**config.mk**
```make
export PLATFORM = sky130hd
export DESIGN_NAME = pattern_arbiter_flat
export DESIGN_NICKNAME = d
export VERILOG_FILES = /design/src/rtl/pattern_arb_pkg.sv /design/src/rtl/pattern_arbiter_if.sv /design/src/rtl/pattern_lfsr.sv /design/src/rtl/pattern_arbiter.sv /design/src/flat_wrapper.sv
export SDC_FILE = /design/constraint.sdc
export NUM_CORES = 1
export LEC_CHECK = 0
export ABC_CLOCK_PERIOD_IN_PS = 1800
export CELL_PAD_IN_SITES_DETAIL_PLACEMENT = 1
export CELL_PAD_IN_SITES_GLOBAL_PLACEMENT = 1
export CORE_ASPECT_RATIO = 1.1
export CORE_UTILIZATION = 39
export CTS_CLUSTER_SIZE = 12
export DETAILED_ROUTE_END_ITERATION = 6
export PLACE_DENSITY_LB_ADDON = 0.1
export SLEW_MARGIN = 20
export SYNTH_ARGS = -nofsm -noshare
export SYNTH_HDL_FRONTEND = slang
export SYNTH_SLANG_ARGS = --single-unit
```
**constraint.sdc**
```tcl
create_clock -name clk -period 1.8 [get_ports clk]
set_input_delay 0.36 -clock clk [delete_from_list [all_inputs] [get_ports clk]]
set_output_delay 0.36 -clock clk [all_outputs]
set_load 0.01 [all_outputs]
```
**src/rtl/pattern_arb_pkg.sv**
```systemverilog
// pattern_arb_pkg
//   Shared definitions for the pattern arbiter and the LFSR it drives:
//   FSM state encoding, LFSR seed and feedback taps, default settling delay,
//   and the LFSR next-state function (also used by the lane checkers).
package pattern_arb_pkg;

    typedef enum logic [1:0] {
        ST_STARTUP = 2'd0,
        ST_IDLE    = 2'd1,
        ST_BURST   = 2'd2,
        ST_GAP     = 2'd3
    } arb_state_t;

    localparam logic [15:0] LFSR_SEED = 16'hABCD;

    localparam int LFSR_TAP_A = 12;
    localparam int LFSR_TAP_B = 3;
    localparam int LFSR_TAP_C = 1;
    localparam int LFSR_TAP_D = 0;

    localparam int STARTUP_CYCLES_DEF = 24;

    // Right shift; the new MSB is the XNOR of the four taps.
    function automatic logic [15:0] lfsr_next(input logic [15:0] s);
        logic fb;
        fb = ~(s[LFSR_TAP_A] ^ s[LFSR_TAP_B] ^ s[LFSR_TAP_C] ^ s[LFSR_TAP_D]);
        return {fb, s[15:1]};
    endfunction

endpackage

```
**src/rtl/pattern_arbiter_if.sv**
```systemverilog
// pattern_arbiter_if
//   Request / stream bundle between the pattern arbiter and its consumers.
//   master : arbiter side (drives grant, out_valid, out_data, out_last, busy)
//   slave  : consumer side (drives req, burst_len, rdy)
interface pattern_arbiter_if #(
    parameter int NUM_REQ     = 4,
    parameter int DATA_SIZE   = 4,
    parameter int BURST_LEN_W = 8
);
    logic [NUM_REQ-1:0]     req;
    logic [BURST_LEN_W-1:0] burst_len;
    logic [NUM_REQ-1:0]     rdy;
    logic [NUM_REQ-1:0]     grant;
    logic                   out_valid;
    logic [DATA_SIZE-1:0]   out_data;
    logic                   out_last;
    logic                   busy;

    modport master (
        input  req, burst_len, rdy,
        output grant, out_valid, out_data, out_last, busy
    );

    modport slave (
        output req, burst_len, rdy,
        input  grant, out_valid, out_data, out_last, busy
    );
endinterface

```
**src/rtl/pattern_lfsr.sv**
```systemverilog
// pattern_lfsr
//   16-bit Fibonacci LFSR, seeded with LFSR_SEED at reset.
//   clk, rstn : clock, async active-low reset
//   load      : reload the seed (wins over step)
//   step      : advance one position
//   state     : current LFSR contents
module pattern_lfsr
    import pattern_arb_pkg::*;
(
    input  logic        clk,
    input  logic        rstn,
    input  logic        load,
    input  logic        step,
    output logic [15:0] state
);

    always_ff @(posedge clk or negedge rstn) begin
        if (!rstn) begin
            state <= LFSR_SEED;
        end else if (load) begin
            state <= LFSR_SEED;
        end else if (step) begin
            state <= lfsr_next(state);
        end
    end

endmodule

```
**src/rtl/pattern_arbiter.sv**
```systemverilog
// pattern_arbiter
//   Shares one LFSR pattern source among NUM_REQ consumers. After a settling
//   delay, requesters are granted fixed-length bursts round-robin on a
//   valid/ready stream.
//   clk, rstn : clock, async active-low reset
//   bus       : pattern_arbiter_if.master (req, burst_len, rdy in;
//               grant, out_valid, out_data, out_last, busy out)
//   Build option: PATTERN_ARB_RESEED_EN reloads the LFSR seed at the start of
//   every burst so each burst sees the same sequence.
//
//   state      | meaning
//   -----------+-------------------------------------------------------
//   ST_STARTUP | settling delay after reset, requests ignored
//   ST_IDLE    | waiting for any request, arbitrates round-robin
//   ST_BURST   | streaming beats to the granted requester
//   ST_GAP     | one dead cycle after the last beat, grant released
module pattern_arbiter
    import pattern_arb_pkg::*;
#(
    parameter int DATA_SIZE      = 4,
    parameter int NUM_REQ        = 4,
    parameter int BURST_LEN_W    = 8,
    parameter int STARTUP_CYCLES = STARTUP_CYCLES_DEF
) (
    input  logic                clk,
    input  logic                rstn,
    pattern_arbiter_if.master   bus
);

    localparam int IDX_W = $clog2(NUM_REQ);
    localparam int SU_W  = (STARTUP_CYCLES > 1) ? $clog2(STARTUP_CYCLES) : 1;

    arb_state_t             state, state_nxt;
    logic [SU_W-1:0]        su_cnt;
    logic [BURST_LEN_W-1:0] beat_cnt;
    logic [NUM_REQ-1:0]     grant_q;
    logic [IDX_W-1:0]       gnt_idx;
    logic [IDX_W-1:0]       rr_ptr;
    logic [IDX_W-1:0]       win_idx;
    logic [IDX_W-1:0]       cand_idx;
    logic                   win_found;
    logic                   xfer;
    logic                   last_beat;
    logic                   start_burst;
    logic                   lfsr_load;
    logic [15:0]            lfsr_state;
    logic                   lfsr_unused;

    // Round-robin search starting at rr_ptr.
    always_comb begin
        win_found = 1'b0;
        win_idx   = '0;
        cand_idx  = '0;
        for (int k = 0; k < NUM_REQ; k++) begin
            cand_idx = IDX_W'((int'(rr_ptr) + k) % NUM_REQ);
            if (!win_found && bus.req[cand_idx]) begin
                win_found = 1'b1;
                win_idx   = cand_idx;
            end
        end
    end

    assign xfer        = (state == ST_BURST) && bus.rdy[gnt_idx];
    assign last_beat   = (beat_cnt == BURST_LEN_W'(1));
    assign start_burst = (state == ST_IDLE) && win_found;

    always_ff @(posedge clk or negedge rstn) begin
        if (!rstn) begin
            state <= ST_STARTUP;
        end else begin
            state <= state_nxt;
        end
    end

    always_comb begin
        state_nxt     = state;
        bus.out_valid = 1'b0;
        bus.out_last  = 1'b0;
        bus.busy      = 1'b1;
        case (state)
            ST_STARTUP: begin
                if (su_cnt == '0) state_nxt = ST_IDLE;
            end
            ST_IDLE: begin
                bus.busy = 1'b0;
                if (win_found) state_nxt = ST_BURST;
            end
            ST_BURST: begin
                bus.out_valid = 1'b1;
                bus.out_last  = last_beat;
                if (xfer && last_beat) state_nxt = ST_GAP;
            end
            ST_GAP: begin
                state_nxt = ST_IDLE;
            end
            default: state_nxt = ST_STARTUP;
        endcase
    end

    // Datapath: settling timer, beat counter, grant and round-robin pointer.
    // beat_cnt loaded with 0 wraps through all 2^BURST_LEN_W values before
    // reaching 1, giving the full-length burst.
    always_ff @(posedge clk or negedge rstn) begin
        if (!rstn) begin
            su_cnt   <= SU_W'(STARTUP_CYCLES - 1);
            beat_cnt <= '0;
            grant_q  <= '0;
            gnt_idx  <= '0;
            rr_ptr   <= '0;
        end else begin
            if (state == ST_STARTUP && su_cnt != '0) begin
                su_cnt <= su_cnt - SU_W'(1);
            end
            if (start_burst) begin
                beat_cnt <= bus.burst_len;
                grant_q  <= NUM_REQ'(1) << win_idx;
                gnt_idx  <= win_idx;
                rr_ptr   <= (int'(win_idx) == NUM_REQ - 1) ? '0 : win_idx + IDX_W'(1);
            end else if (xfer) begin
                beat_cnt <= beat_cnt - BURST_LEN_W'(1);
                if (last_beat) grant_q <= '0;
            end
        end
    end

`ifdef PATTERN_ARB_RESEED_EN
    assign lfsr_load = start_burst;
`else
    assign lfsr_load = 1'b0;
`endif

    pattern_lfsr u_lfsr (
        .clk   (clk),
        .rstn  (rstn),
        .load  (lfsr_load),
        .step  (xfer),
        .state (lfsr_state)
    );

    // Only the low bits leave the block; the rest is kept for the sequence.
    assign lfsr_unused  = ^lfsr_state;
    assign bus.grant    = grant_q;
    assign bus.out_data = lfsr_state[DATA_SIZE-1:0];

endmodule

```
**src/flat_wrapper.sv**
```systemverilog
// flat-port wrapper written by rule: the top's interface ports become plain ports
module pattern_arbiter_flat import pattern_arb_pkg::*;
#(
    parameter int DATA_SIZE      = 4,
    parameter int NUM_REQ        = 4,
    parameter int BURST_LEN_W    = 8,
    parameter int STARTUP_CYCLES = STARTUP_CYCLES_DEF
)
  (clk, rstn, bus_req, bus_burst_len, bus_rdy, bus_grant, bus_out_valid, bus_out_data, bus_out_last, bus_busy);
  pattern_arbiter_if #(.NUM_REQ(NUM_REQ), .DATA_SIZE(DATA_SIZE), .BURST_LEN_W(BURST_LEN_W)) bus_i ();
  input  logic clk;
  input  logic rstn;
  input wire logic [$bits(bus_i.req)-1:0] bus_req;
  input wire logic [$bits(bus_i.burst_len)-1:0] bus_burst_len;
  input wire logic [$bits(bus_i.rdy)-1:0] bus_rdy;
  output wire logic [$bits(bus_i.grant)-1:0] bus_grant;
  output wire logic [$bits(bus_i.out_valid)-1:0] bus_out_valid;
  output wire logic [$bits(bus_i.out_data)-1:0] bus_out_data;
  output wire logic [$bits(bus_i.out_last)-1:0] bus_out_last;
  output wire logic [$bits(bus_i.busy)-1:0] bus_busy;
  assign bus_i.req = bus_req;
  assign bus_i.burst_len = bus_burst_len;
  assign bus_i.rdy = bus_rdy;
  assign bus_grant = bus_i.grant;
  assign bus_out_valid = bus_i.out_valid;
  assign bus_out_data = bus_i.out_data;
  assign bus_out_last = bus_i.out_last;
  assign bus_busy = bus_i.busy;
  pattern_arbiter #(.DATA_SIZE(DATA_SIZE), .NUM_REQ(NUM_REQ), .BURST_LEN_W(BURST_LEN_W), .STARTUP_CYCLES(STARTUP_CYCLES)) u_core (.clk(clk), .rstn(rstn), .bus(bus_i));
endmodule
```
==> results of run 1 <==
## routing by layer
layer,share of wire,global-route usage,vias to the layer above
li1,-,-,702
met1,0.45,0.225,712
met2,0.52,0.316,24
met3,0.029,0.0447,2
met4,0.0042,0.0560,0
met5,0,0,-
## final timing paths
path / end / cells past startpoint
setup / recovery: u_core.state[1]$_DFFE_PN0P_ / 5
hold / removal: u_core.su_cnt[3]$_DFFE_PN0P_ / 2
setup reg to reg: u_core.state[1]$_DFFE_PN0P_ / 6
hold reg to reg: u_core.u_lfsr.state[15]$_DFFE_PN1P_ / 2
max in group asynchronous: u_core.u_lfsr.state[8]$_DFFE_PN1P_ / 2
min in group clk: u_core.u_lfsr.state[15]$_DFFE_PN1P_ / 2
## kinds of logic (layout without fill, tap and decap cells)
group,Yosys count,in the layout
adders and majority gates,10,10
buffers and inverters,20,78
muxes,19,19
xor gates and xnor gates,13,13
and+or+nand+nor,41,41
AOI/OAI and AO/OA,29,29
DFF,39,39
## layout make-up
cell class / instances / area, µm² / area share
flip-flops and latches: 39 / 993 / 0.366
clock inverters: 3 / 43.8 / 0.0161
repair buffers: 59 / 548 / 0.202
clock buffers: 5 / 68.8 / 0.0254
inverters: 11 / 41.3 / 0.0152
multi-input cells: 112 / 947 / 0.349
well taps: 56 / 70.1 / 0.0258
## worst register-to-register path: stages, from the launching register on
cell and delay [ns]:
dfstp_2 0.38, inv_1 0.08, ha_1 0.18, nand2b_1 0.10, o31a_1 0.28, a211oi_2 0.26, mux2_4 0.33
## flip-flops by register name, summed over array words and instances, names as in the netlist
name and flops:
u_core.gnt_idx 2, u_core.state 2, u_core.beat_cnt 8, u_core.rr_ptr 2, u_core.u_lfsr.state 16, u_core.bus.grant 4, u_core.su_cnt 5
## synth_stat cells (all sizes together) (2+ instances only)
master,number,share of area
xnor2,5,0.022
nand4,4,0.013
clkbuf,2,0.0038
inv,11,0.021
o21ai,8,0.020
a21oi,7,0.018
nor4,3,0.016
mux2,17,0.098
buf,7,0.028
nand2,14,0.030
a22o,5,0.022
dfrtp,25,0.31
nand2b,3,0.0094
dfstp,14,0.19
xor2,8,0.035
nor3,4,0.010
ha,10,0.063
nor2,9,0.017
## power by group through the flow
stage	clock (mW)	sequential (mW)	combinational [mW]
6_report	0.738	1.46	1.97
3_5_place_dp	0	1.45	1.78
5_1_grt	0.798	1.51	2.17
4_1_cts	0.756	1.46	1.93
3_3_place_gp	0	1.43	1.71
2_1_floorplan	0	1.44	1.02
## repair_timing
item | 4_1_cts | 5_1_grt
resized for setup | 15 | 7
endpoints found under the setup margin | 21 | 6
buffers inserted | 5 | 1
pin swaps | 1 | 2
==> run metrics, run 1 <==
Final Cell Area 2710 µm²; Synth Area per Inst 11.6 µm²; Pins Over Slew Limit 0; Finished Core Util 0.567; half-perimeter wire length of the detailed placement result 3210 µm; Hold Vio Cnt, Final 0; Max FO, Critical Path 3; Startpoint Class input pin; Reg power frac 0.351; count of hold buffers inserted by post-cts repair 0; count of inserted antenna diode cells 0; Post-Synthesis Net Count 199; number of enable flip-flop cells after synthesis 0; core footprint 4780 µm²; root buffer cell clkbuf_8; switching power 1.46 mW; width of the die 70.1 µm; number of rows created at floorplan 26; maximum level of the CTS H-tree 2; maximum vdd ir drop 0.000677 V; fraction of layout instances using a drive strength above 1 0.354; arrival time worst endpoint 1.97 ns; DRC marker count from the first detailed-route iteration 53; Slew @ Worst Pin 0.375 ns; Data required, critical path 1.98 ns; number of global-route vias before repair 1622; total vias in the final route 1440; leading cell type in the layout, fill and taps excluded buf_4; crit path setup slack, layout 0.0123 ns; Num CTS Buffers 5; Mapped Area 1990 µm²; share of synthesized cell area in full adder, half adder and majority cells 0.0629; worst skew pair latency 0.29 ns; post-synthesis sequential element count 39; average via count per standard cell 5.05; cell family with the largest share of critical-path delay multiplexers; max-cap violations 0; class of the tightest hold or removal check input pin to async pin; final worst path period share 0.993; share of power burned in combinational logic 0.472; final cell count without fillers 285; signed area change from the synthesized netlist to the final layout 36.4%; global route total overflow 0; initial antenna violation count 0; internal reg-to-reg setup slack 0.09 ns; clock share of power 0.177; setup_tns 0 ns; pin count of the biggest net entering global routing 40; net total in the final layout 256; class of the most critical setup path input pin to flop; All-Layer GR Usage 0.184; fraction of registers with async set/reset 1.00; synthesized instance count 171; count of synthesis-stage warnings from yosys 0; Antenna Nets Post-Route 0; routability congestion estimate 0.810; start point of the critical path bus_rdy[2]; Worst Setup Slack post-DPL -0.413 ns; post-synthesis share of cell area spent on xor and xnor gates 0.0573; final worst hold slack 0.442 ns; total leakage power 1.22 nW; post-synthesis compound-gate area fraction 0.104; post-detailed-route DRC marker count 0; Die Y 76.9 µm; reg-to-reg startpoint u_core.su_cnt[0]$_DFFE_PN1P_; number of fill cells 506; mux contribution to synthesized area 0.115; Crit path largest cell delay 0.59 ns; Max Root-Sink Buffers 2; P_int 2.71 mW; top flip-flop cell by instance count after synthesis dfrtp_1; number of sinks on the clock net 39; critical-path cell list clkdlybuf4s50_1 > mux4_2 > a31oi_4 > a211oi_2 > mux2_4; Highest Clock Rate 0.559 GHz; remaining max-slew budget at the tightest pin 0.748; Critical-path top delay cell mux4_2; run status complete, no violations; Final Total Pwr 4.17 mW; Avg WL per Cell 16.0 µm; count of buffer and inverter cells on the critical path 1; Sw Share 0.349; power density over the cells 1540 nW/µm²; initial cell density of the core 0.416; post-detailed-routing wire length 4560 µm; I/O pin count 29; die area 5390 µm²; post-route clock skew 0.00527 ns; clock transition at the registers of the reported paths 0.08 ns; cell count after placement 271; RSZ-0062 raised after global routing true; CTS tree built; global-route wire length before repair 7720 µm; sequential fraction of the synthesis area 0.500; number of distinct library cells after synthesis 40; simple-gate share of the synthesized area 0.109; critical path capture point type flop; placed instance area 2490 µm²; number of setup violations in the final report 0; highest-count cells in the layout ignoring fill and taps 27 x buf_4, 25 x dfrtp_1, 24 x clkdlybuf4s50_1, 14 x dfstp_2; largest family of logic cells by synthesized area multiplexers; number of buffers inserted by port buffering 28; min cycle time layout 1.79 ns; number of iterations in the first detailed-routing pass 2
No activity file was read; power rests on OpenSTA's default activity.
==> run 2, diff against run 1 <==
--- a/config.mk
+++ b/config.mk
@@ -10,7 +10,7 @@
 export CELL_PAD_IN_SITES_GLOBAL_PLACEMENT = 1
 export CORE_ASPECT_RATIO = 1.1
 export CORE_UTILIZATION = 39
-export CTS_CLUSTER_SIZE = 12
+export CTS_CLUSTER_SIZE = 28
 export DETAILED_ROUTE_END_ITERATION = 6
 export PLACE_DENSITY_LB_ADDON = 0.1
 export SLEW_MARGIN = 20
==> results of run 2 <==
Final layout, timing and power as in run 1 (identical DEF).
